`src/rtl/width_convert_gen_rdy_val.sv`:
```
// Ready/valid width converter: splits wide words into narrow beats (DOWN), packs narrow
// beats into wide words with a keep mask (UP), or acts as a one-entry register slice (PASS).
module width_convert_gen_rdy_val #(
    parameter int unsigned IN_DW  = 16,
    parameter int unsigned OUT_DW = 8,
    localparam int unsigned MAX_DW = (IN_DW > OUT_DW) ? IN_DW : OUT_DW,
    localparam int unsigned MIN_DW = (IN_DW > OUT_DW) ? OUT_DW : IN_DW,
    localparam int unsigned RATIO  = MAX_DW / MIN_DW,
    localparam int unsigned KEEP_W = (IN_DW < OUT_DW) ? RATIO : 1
) (
    input  logic              clk,
    input  logic              rst_b,
    input  logic              tx_valid,
    input  logic [IN_DW-1:0]  tx_data,
    input  logic              tx_last,
    output logic              bx_rdy,
    input  logic              rx_rdy,
    output logic              bx_valid,
    output logic [OUT_DW-1:0] bx_data,
    output logic              bx_last,
    output logic [KEEP_W-1:0] bx_keep
);

    localparam int unsigned CNT_W = (RATIO > 1) ? $clog2(RATIO) : 1;
    localparam logic [CNT_W-1:0] CNT_MAX = CNT_W'(RATIO - 1);

    if ((MAX_DW % MIN_DW) != 0) begin : gen_bad_ratio
        $error("width_convert_gen_rdy_val: larger width must be a multiple of smaller width");
    end

    logic tx_xfer;
    logic bx_xfer;

    assign tx_xfer = tx_valid && bx_rdy;
    assign bx_xfer = bx_valid && rx_rdy;

    if (IN_DW > OUT_DW) begin : gen_down
        localparam logic [1:0] StEmpty = 2'd0;
        localparam logic [1:0] StFull  = 2'd2;

        logic [1:0]                   state_q, state_d;
        logic [CNT_W-1:0]             cnt_q, cnt_d;
        logic [RATIO-1:0][OUT_DW-1:0] word_q, word_d;
        logic                         last_q, last_d;

        always_comb begin
            state_d = state_q;
            cnt_d   = cnt_q;
            word_d  = word_q;
            last_d  = last_q;
            // A new word may load in the same cycle the final narrow beat leaves.
            if (tx_xfer) begin
                word_d  = tx_data;
                last_d  = tx_last;
                cnt_d   = '0;
                state_d = StFull;
            end else if (bx_xfer) begin
                if (cnt_q == CNT_MAX) begin
                    cnt_d   = '0;
                    state_d = StEmpty;
                end else begin
                    cnt_d = cnt_q + CNT_W'(1);
                end
            end
        end

        always_ff @(posedge clk or negedge rst_b) begin
            if (!rst_b) begin
                state_q <= StEmpty;
                cnt_q   <= '0;
                word_q  <= '0;
                last_q  <= 1'b0;
            end else begin
                state_q <= state_d;
                cnt_q   <= cnt_d;
                word_q  <= word_d;
                last_q  <= last_d;
            end
        end

        assign bx_valid = (state_q == StFull);
        assign bx_rdy   = !bx_valid || ((cnt_q == CNT_MAX) && rx_rdy);
        assign bx_data  = word_q[cnt_q];
        assign bx_last  = bx_valid && last_q && (cnt_q == CNT_MAX);
        assign bx_keep  = 1'b1;
    end else if (IN_DW < OUT_DW) begin : gen_up
        localparam logic [1:0] StEmpty = 2'd0;
        localparam logic [1:0] StFill  = 2'd1;
        localparam logic [1:0] StFull  = 2'd2;

        logic [1:0]                  state_q, state_d;
        logic [CNT_W-1:0]            cnt_q, cnt_d;
        logic [RATIO-1:0][IN_DW-1:0] word_q, word_d;
        logic [RATIO-1:0]            keep_q, keep_d;
        logic                        last_q, last_d;

        always_comb begin
            state_d = state_q;
            cnt_d   = cnt_q;
            word_d  = word_q;
            keep_d  = keep_q;
            last_d  = last_q;
            // Clear first so a concurrent tx beat lands in slice 0 of an empty word.
            if (bx_xfer) begin
                word_d  = '0;
                keep_d  = '0;
                last_d  = 1'b0;
                state_d = StEmpty;
            end
            if (tx_xfer) begin
                word_d[cnt_q] = tx_data;
                keep_d[cnt_q] = 1'b1;
                last_d        = tx_last;
                if ((cnt_q == CNT_MAX) || tx_last) begin
                    cnt_d   = '0;
                    state_d = StFull;
                end else begin
                    cnt_d   = cnt_q + CNT_W'(1);
                    state_d = StFill;
                end
            end
        end

        always_ff @(posedge clk or negedge rst_b) begin
            if (!rst_b) begin
                state_q <= StEmpty;
                cnt_q   <= '0;
                word_q  <= '0;
                keep_q  <= '0;
                last_q  <= 1'b0;
            end else begin
                state_q <= state_d;
                cnt_q   <= cnt_d;
                word_q  <= word_d;
                keep_q  <= keep_d;
                last_q  <= last_d;
            end
        end

        assign bx_valid = (state_q == StFull);
        assign bx_rdy   = !bx_valid || rx_rdy;
        assign bx_data  = word_q;
        assign bx_last  = last_q;
        assign bx_keep  = keep_q;
    end else begin : gen_pass
        logic              valid_q, valid_d;
        logic [IN_DW-1:0]  data_q, data_d;
        logic              last_q, last_d;

        always_comb begin
            valid_d = valid_q;
            data_d  = data_q;
            last_d  = last_q;
            if (tx_xfer) begin
                valid_d = 1'b1;
                data_d  = tx_data;
                last_d  = tx_last;
            end else if (bx_xfer) begin
                valid_d = 1'b0;
            end
        end

        always_ff @(posedge clk or negedge rst_b) begin
            if (!rst_b) begin
                valid_q <= 1'b0;
                data_q  <= '0;
                last_q  <= 1'b0;
            end else begin
                valid_q <= valid_d;
                data_q  <= data_d;
                last_q  <= last_d;
            end
        end

        assign bx_valid = valid_q;
        assign bx_rdy   = !valid_q || rx_rdy;
        assign bx_data  = data_q;
        assign bx_last  = last_q;
        assign bx_keep  = 1'b1;
    end

endmodule

```
`config.mk`:
```
export PLATFORM = sky130hd
export DESIGN_NAME = width_convert_gen_rdy_val
export DESIGN_NICKNAME = d
export VERILOG_FILES = /design/src/rtl/width_convert_gen_rdy_val.sv
export SDC_FILE = /design/constraint.sdc
export NUM_CORES = 1
export LEC_CHECK = 0
export ABC_AREA = 1
export ABC_CLOCK_PERIOD_IN_PS = 1400
export CORE_ASPECT_RATIO = 0.8
export CORE_UTILIZATION = 30
export DETAILED_ROUTE_END_ITERATION = 8
export GPL_TIMING_DRIVEN = 0
export PLACE_DENSITY = 0.69
export RECOVER_POWER = 100
export SLEW_MARGIN = 5
export SYNTH_ARGS = -nofsm -noshare
export SYNTH_HDL_FRONTEND = slang
export SYNTH_SLANG_ARGS = --single-unit
```
`constraint.sdc`:
```
create_clock -name clk -period 1.4 [get_ports clk]
set_clock_uncertainty 0.1 [all_clocks]
set_input_delay 0.28 -clock clk [delete_from_list [all_inputs] [get_ports clk]]
set_output_delay 0.28 -clock clk [all_outputs]
set_load 0.02 [all_outputs]
```
==> results of run 1 <==
## layout make-up
class / instances / area [µm²] / share of cell area
Tap cell: 38 / 47.5 / 0.0331
Timing Repair inverter: 1 / 11.3 / 0.00785
Buffer: 6 / 63.8 / 0.0445
Sequential cell: 19 / 475 / 0.331
Multi-Input combinational cell: 87 / 399 / 0.278
Inverter: 2 / 15.0 / 0.0105
Clock buffer: 4 / 45.0 / 0.0314
Timing Repair Buffer: 37 / 378 / 0.263
## kinds of logic after synthesis
logic type | after synthesis
buf+inv | 9
simple gates | 86
flops | 19
other cells | 1
## state kept, by name, indices dropped and copies added, names as in the netlist
signal,cells
gen_down.word_q,16
gen_down.cnt_q,1
gen_down.last_q,1
gen_down.state_q,1
## through the flow
stage / setup WS, ns / utilization / hold slack [ns]
after floorplan: 0.130 / - / -0.116
after global placement: -0.805 / 0.444 / 0.355
after detailed placement: -0.805 / 0.444 / 0.358
after CTS: -0.123 / 0.494 / 0.258
after global routing: -0.177 / 0.507 / 0.273
final: -0.128 / 0.507 / 0.250
## power groups by stage
stage / combinational, mW / clock [mW] / sequential [mW]
floorplan: 0.951 / 0 / 0.950
global placement: 1.55 / 0 / 0.959
detailed placement: 1.58 / 0 / 0.976
CTS: 1.88 / 0.387 / 0.985
global route: 2.12 / 0.403 / 1.03
finish: 1.94 / 0.375 / 0.997
## what timing repair did
| item | 4_1_cts | 5_1_grt |
|---|---|---|
| pin swaps | 5 | 7 |
| cloned | 2 | 1 |
| gates resized for setup | 83 | 11 |
| setup buffers | 4 | 3 |
| endpoints found under the setup margin | 11 | 22 |
## cells in the final DEF (no fill, tap or decap), types with 2 or more instances in the layout
master / instances
nand2_1: 51
clkbuf_8: 3
clkbuf_1: 2
nand3_1: 18
buf_6: 13
buf_4: 4
dfrtp_1: 19
nand2_4: 2
inv_8: 2
buf_8: 2
nand2_2: 13
clkdlybuf4s50_1: 18
## critical path: cells and delay by family, from the launching register on
kind,cells,cell delay (ns)
buffers and inverters,3,0.37
and+or+nand+nor,2,0.12
DFF,1,0.42
## per-layer routing
| layer | part of all wire | wire length [µm] |
|---|---|---|
| met5 | 0 | 0 |
| met4 | 0 | 0 |
| met3 | 0.045 | 109 |
| met2 | 0.47 | 1130 |
| met1 | 0.48 | 1160 |
## how the worst min path moves through the flow
| stage | end | slack (ns) | cells after the start |
|---|---|---|---|
| 6_report | gen_down.word_q[5] | 0.25 | 3 |
| 5_1_grt | gen_down.word_q[5] | 0.27 | 3 |
| 3_5_place_dp | gen_down.word_q[0] | 0.36 | 2 |
| 4_1_cts | gen_down.word_q[5] | 0.26 | 3 |
| 3_3_place_gp | gen_down.word_q[1] | 0.36 | 2 |
| 2_1_floorplan | gen_down.cnt_q | -0.12 | 0 |
==> metrics.txt, run 1 <==
CTS sink count 19; design area 0.00144 mm²; Comb pwr share 0.586; met1 Use GR 0.204; Crit Path Category reg2out; Avg Inst Size Synth just under 8 µm²; vias around 880; root buffer cell clkbuf_8; Seq/Total Area, Yosys 0.523; RSZ-0062 raised after global routing true; fill cell count around 290; Die ar. approximately 0.0033 mm²; max_slew headroom 0.413; clk_lat worst skew ~0.25 ns; GRT Total Usage 0.156; hold_sp tx_valid; status complete, but fails checks; Yosys reg bits 19; Worst Setup EP bx_data[7]; NetSw ~1.4 mW; Max-Cap Viols 0; post-route setup TNS -1.11 ns; top_reg_cell synth dfrtp_1; post-synthesis simple-gate area fraction 0.385; first-pass GRT wire length approximately 3.9 mm; ranking of synthesized cells by area dfrtp_1 (52%), nand2_1 (26%), nand3_1 (9.9%); Rows 17; fin crit period roughly 1.5 ns; Reg2Reg Launch Point gen_down.cnt_q; power density over the cells 2310 mW/mm²; maximum fanout along the worst path 6; worst r2r path cells 8; Clk pwr share 0.113; number of flops mapped to enable cells by yosys 0; leading cell types by count after synthesis nand2_1 (64), dfrtp_1 (19), nand3_1 (18); number of nets in the layout ~180; number of diodes 0; unique cell type count in the Yosys netlist 13; Least-Margin Pin Slew between 0.8 and 0.9 ns; largest net degree at the start of global routing 20; Worst R2R End gen_down.word_q[8]; initial antenna violation count 0; CTS clk-pin slew, worst paths 0.07 ns; Int Power ~1.9 mW; syn_nets about 140; CTS HTree Levels 1; CP startpoint gen_down.cnt_q; 1st-pass router iterations 4; type of the most critical hold path in2reg; failing checks setup timing; Critical Path RT 1.02 ns; drt drc 0; Flop pwr share 0.301; synthesis-to-finish area growth 57.8%; R2R Setup Slk 0.05 ns; cell count after synthesis ~120; routed wire length between 2 and 2.5 mm; post-synthesis cell area around 910 µm²; Yosys warnings 0; slack of the critical path -0.128 ns; Critical Path Source Type flip-flop; port bufs 30; worst ir drop on vdd about 1000 µV; Synth top area share 0.523; Most Crowded Layer GR met2; crit end category output pin; Via-to-Cell Ratio between 4 and 5; antenna viol nets, final 0; met2 usage 0.273; CTS Buf Count 3; leakage power 0.744 nW; wire length per cell roughly 12 µm; Chip Height 51.3 µm; GR Util met3 0.0313; switching part of the total 0.423; Critical Path AT about 1.2 ns; initial drt markers 34; Starting Density 0.322; multiplexer area fraction after synthesis 0; cts hold-fix bufs 0; dpl cells around 180; Final Setup Violations 10; Max clock buf depth 2; post-synthesis xor/xnor area fraction 0; Worst path max stage delay between 0.4 and 0.5 ns; vias in the first global route just under 900; Max Freq roughly 650 MHz; Post-Synth Adder-Cell Area 0; count leader, synth nand2_1; Crit-path slowest cell dfrtp_1; DP Area ~0.0013 mm²; fin crit share 1.09; total gr overflow 0; CP cell instances buf_6 > inv_8 > nand2_1 > nand2_1 > buf_6; Std-Cell Core Area approximately 0.0028 mm²; half-perimeter wire length after placement between 1.5 and 2 mm; GPL Wtd Cong around 0.81; Design Power between 3 and 4 mW; Async SR Flop Fraction 1.00; share of layout cells above drive strength 1 0.282; CTS tree built; die width 63.6 µm; Synth Area in Compound Gates 0; combinational family with the most area after synthesis simple AND/OR/NAND/NOR gates; final std cells w/o fill approximately 190; final hold vios 0; Ports 33; cell taking the most area after synthesis dfrtp_1; Max Transition Viols Final 0
No activity file was read; power rests on OpenSTA's default activity.
==> run 2: changes to the inputs <==
--- a/config.mk
+++ b/config.mk
@@ -5,13 +5,12 @@
 export SDC_FILE = /design/constraint.sdc
 export NUM_CORES = 1
 export LEC_CHECK = 0
-export ABC_AREA = 1
 export ABC_CLOCK_PERIOD_IN_PS = 1400
-export CORE_ASPECT_RATIO = 0.8
 export CORE_UTILIZATION = 30
+export CTS_BUF_LIST = sky130_fd_sc_hd__clkbuf_4 sky130_fd_sc_hd__clkbuf_8
 export DETAILED_ROUTE_END_ITERATION = 8
 export GPL_TIMING_DRIVEN = 0
-export PLACE_DENSITY = 0.69
+export PLACE_DENSITY = 0.66
 export RECOVER_POWER = 100
 export SLEW_MARGIN = 5
 export SYNTH_ARGS = -nofsm -noshare
==> run 2 against run 1 <==
Compared with the run above:
- largest power group unchanged
- fmax shrank 8.7%
- the run still ends with setup timing left
- non-clock buffer count grew 4
- power shrank 31%
- via count shrank 1.7%
- hold slack gained 0.076 ns
- final cell count shrank 0.52%
- combinational power shrank 39%
- global-route usage shrank 1.3 points
- critical path type unchanged
- first-iteration DRC count grew 12%
==> metrics.txt, run 2 <==
status complete, but fails checks; failing checks setup timing; Clk pwr share 0.129 (+0.016); Max Transition Viols Final 0 (unchanged); Final Core Density 0.484 (-0.0230); post-synthesis cell area 0.00107 mm² (+18%); met2 usage 0.257 (-0.0165); unique cell type count in the Yosys netlist 20 (+7); Rows 21 (+4); Flop pwr share 0.349 (+0.048); Critical Path AT 1.29 ns (+0.14 ns); syn_nets 127 (-6.6%); root buffer cell clkbuf_4; Most Crowded Layer GR met2; post-route setup TNS -2.43 ns (-1.32 ns); Comb pwr share 0.522 (-0.064); leading cell types by count after synthesis nand2_1 (26), dfrtp_1 (19), inv_1 (18); Int Power 1.43 mW (-25%); Top reg by flops gen_down.word_q; cell count after synthesis 106 (-7.8%); Least-Margin Pin Slew 0.867 ns (-0.0118 ns); Max-Cap Viols 0 (unchanged); Crit Path Category reg2out; wire length per cell 13.3 µm (+7.2%); Critical Path RT 1.02 ns (about the same); antenna viol nets, final 0 (unchanged); cell taking the most area after synthesis dfrtp_1; most frequent cells in the layout nand2_1 (19), dfrtp_1 (18), inv_1 (17), clkdlybuf4s50_1 (17), buf_6 (15); Chip Height 61.9 µm (+21%); initial antenna violation count 0 (unchanged); top_reg_cell synth dfrtp_1; largest net degree at the start of global routing 20 (unchanged); port bufs 31 (+3.3%); vias in the first global route 838 (-3.5%); number of nets in the layout 169 (-5.1%); Design Power 2.27 mW (-31%); Bufs and invs on worst path 3 (unchanged); pre-CTS WS -0.897 ns (-0.0924 ns); Final Setup Violations 10 (unchanged); Via-to-Cell Ratio 4.50 (-1.2%); design area 0.00164 mm² (+14%); GR Util met3 0.0248 (-0.00641); Crit-path slowest cell dfrtp_1; DP Area 0.00144 mm² (+15%); total gr overflow 0 (unchanged); CTS sink count 19 (unchanged); Yosys warnings 0 (unchanged); 1st-pass router iterations 4 (unchanged); first-pass GRT wire length 3.86 mm (-0.87%); max FFs per register 16 (unchanged); max_slew headroom 0.420 (+0.00778); type of the most critical hold path in2reg; number of diodes 0 (unchanged); CTS tree built; Die ar. 0.00383 mm² (+17%); ranking of synthesized cells by area dfrtp_1 (44%), o32ai_2 (15%), nand2_1 (9.1%); number of flops mapped to enable cells by yosys 0 (unchanged); CP cell instances buf_6 > clkbuf_16 > nand2_2 > o21ai_2 > buf_6; Max clock buf depth 2 (unchanged); slack of the critical path -0.274 ns (-0.146 ns); Synth top area share 0.442 (-0.0803); RSZ-0062 raised after global routing true; count leader, synth nand2_1; fin crit period 1.67 ns (+0.146 ns); Starting Density 0.317 (-0.00445); Yosys reg bits 19 (unchanged); drt drc 0 (unchanged); power density over the cells 1380 mW/mm² (-40%); share of layout cells above drive strength 1 0.408 (+0.126); CTS Buf Count 3 (unchanged); synthesis-to-finish area growth 52.7%; Critical Path Source Type flip-flop; clk_lat worst skew 0.31 ns (+0.06 ns); Seq/Total Area, Yosys 0.442 (-0.0803); GPL Wtd Cong 0.727 (-11%); half-perimeter wire length after placement 1.77 mm (+11%); switching part of the total 0.368 (-0.0543); GRT Total Usage 0.143 (-0.0132); final hold vios 0 (unchanged); commonest non-fill, non-tap cell in the layout nand2_1; met1 Use GR 0.173 (-0.0306); vias 869 (-1.7%); CTS HTree Levels 1 (unchanged); cts hold-fix bufs 0 (unchanged); Max Freq 597 MHz (-8.7%); fin crit share 1.20 (+0.104); CP most frequent cell buf_6; Async SR Flop Fraction 1.00 (unchanged); leakage power 0.753 nW (+1.2%); Std-Cell Core Area 0.00339 mm² (+20%); Worst path max stage delay 0.42 ns (about the same); die width 61.9 µm (-2.7%); Avg Inst Size Synth 10.1 µm² (+28%); Ports 33 (unchanged); CTS clk-pin slew, worst paths 0.13 ns (+0.06 ns); worst ir drop on vdd 504 µV (-49%); NetSw 0.837 mW (-40%); crit end category output pin; delay-heaviest family, CP buffers and inverters; routed wire length 2.56 mm (+6.6%); maximum fanout along the worst path 6 (unchanged); initial drt markers 38 (+12%)
-- run 2: changes by cell type after synthesis, sizes merged, moves of 2 or more --
cell,delta
o21ai,+8
o32ai,+17
inv,+16
nand2,-40
and3,+2
nor2,-2
nand3,-18
-- run 2: area by class of cell --
class | instances | area (µm²)
Clock buffer | 3 | 22.5
Tap cell | 46 | 57.6
Fill cell | 308 | 1750
Buffer | 8 | 119
Inverter | 18 | 67.6
Sequential cell | 19 | 477
Timing Repair Buffer | 39 | 388
Clock inverter | 1 | 7.51
Multi-Input combinational cell | 59 | 503
-- run 2: repair_timing --
item | in CTS | in global routing
setup endpoints to repair | 21 | 13
gates resized for setup | 91 | 19
hold endpoints to repair | 0 | 0
cloned | 2 | 0
pin swaps | 3 | 2
buffers inserted | 6 | 1
-- run 2: worst paths after layout --
kind / from / end / slack, ns / depth (start not counted)
worst max-delay path: gen_down.cnt_q / bx_data[1] / -0.27 / 5
worst min-delay path: rx_rdy / gen_down.cnt_q / 0.33 / 3
worst max register to register: gen_down.state_q[1] / gen_down.word_q[11] / 0.03 / 5
worst min register to register: gen_down.word_q[12] / gen_down.word_q[12] / 0.47 / 2
max in group asynchronous: rst_b / gen_down.state_q[1] / 0.20 / 1
min in group asynchronous: rst_b / gen_down.word_q[2] / 0.42 / 1
-- run 2: kinds of logic after synthesis --
logic type / after synthesis / synth area share
other cells: 1 / 0.00349
mux: 2 / 0.0198
simple gates: 30 / 0.114
compound gates: 26 / 0.263
flops: 19 / 0.442
buf+inv: 28 / 0.157
-- run 2: worst register-to-register path: stages (launching register included) --
cell	delay, ns
dfrtp_2	0.42
clkbuf_1	0.14
nor2b_1	0.05
buf_4	0.16
clkbuf_16	0.17
o32ai_2	0.21
-- run 2: metal layers --
layer	share of wire	wire, µm
met1	0.43	1110
met5	0	0
met2	0.53	1370
met3	0.029	74
met4	0.0066	17
-- run 2: metrics by stage --
step | hold WS, ns | instances
CTS | 0.317 | 194
finish | 0.326 | 193
floorplan | -0.116 | 106
detailed placement | 0.436 | 183
global route | 0.335 | 193
global placement | 0.431 | 183
-- run 2: power by group through the flow --
stage	registers [mW]	clock network [mW]	logic [mW]
2_1_floorplan	0.772	0	0.605
3_3_place_gp	0.779	0	0.932
3_5_place_dp	0.789	0	0.955
4_1_cts	0.783	0.301	1.11
5_1_grt	0.811	0.317	1.28
6_report	0.794	0.292	1.19
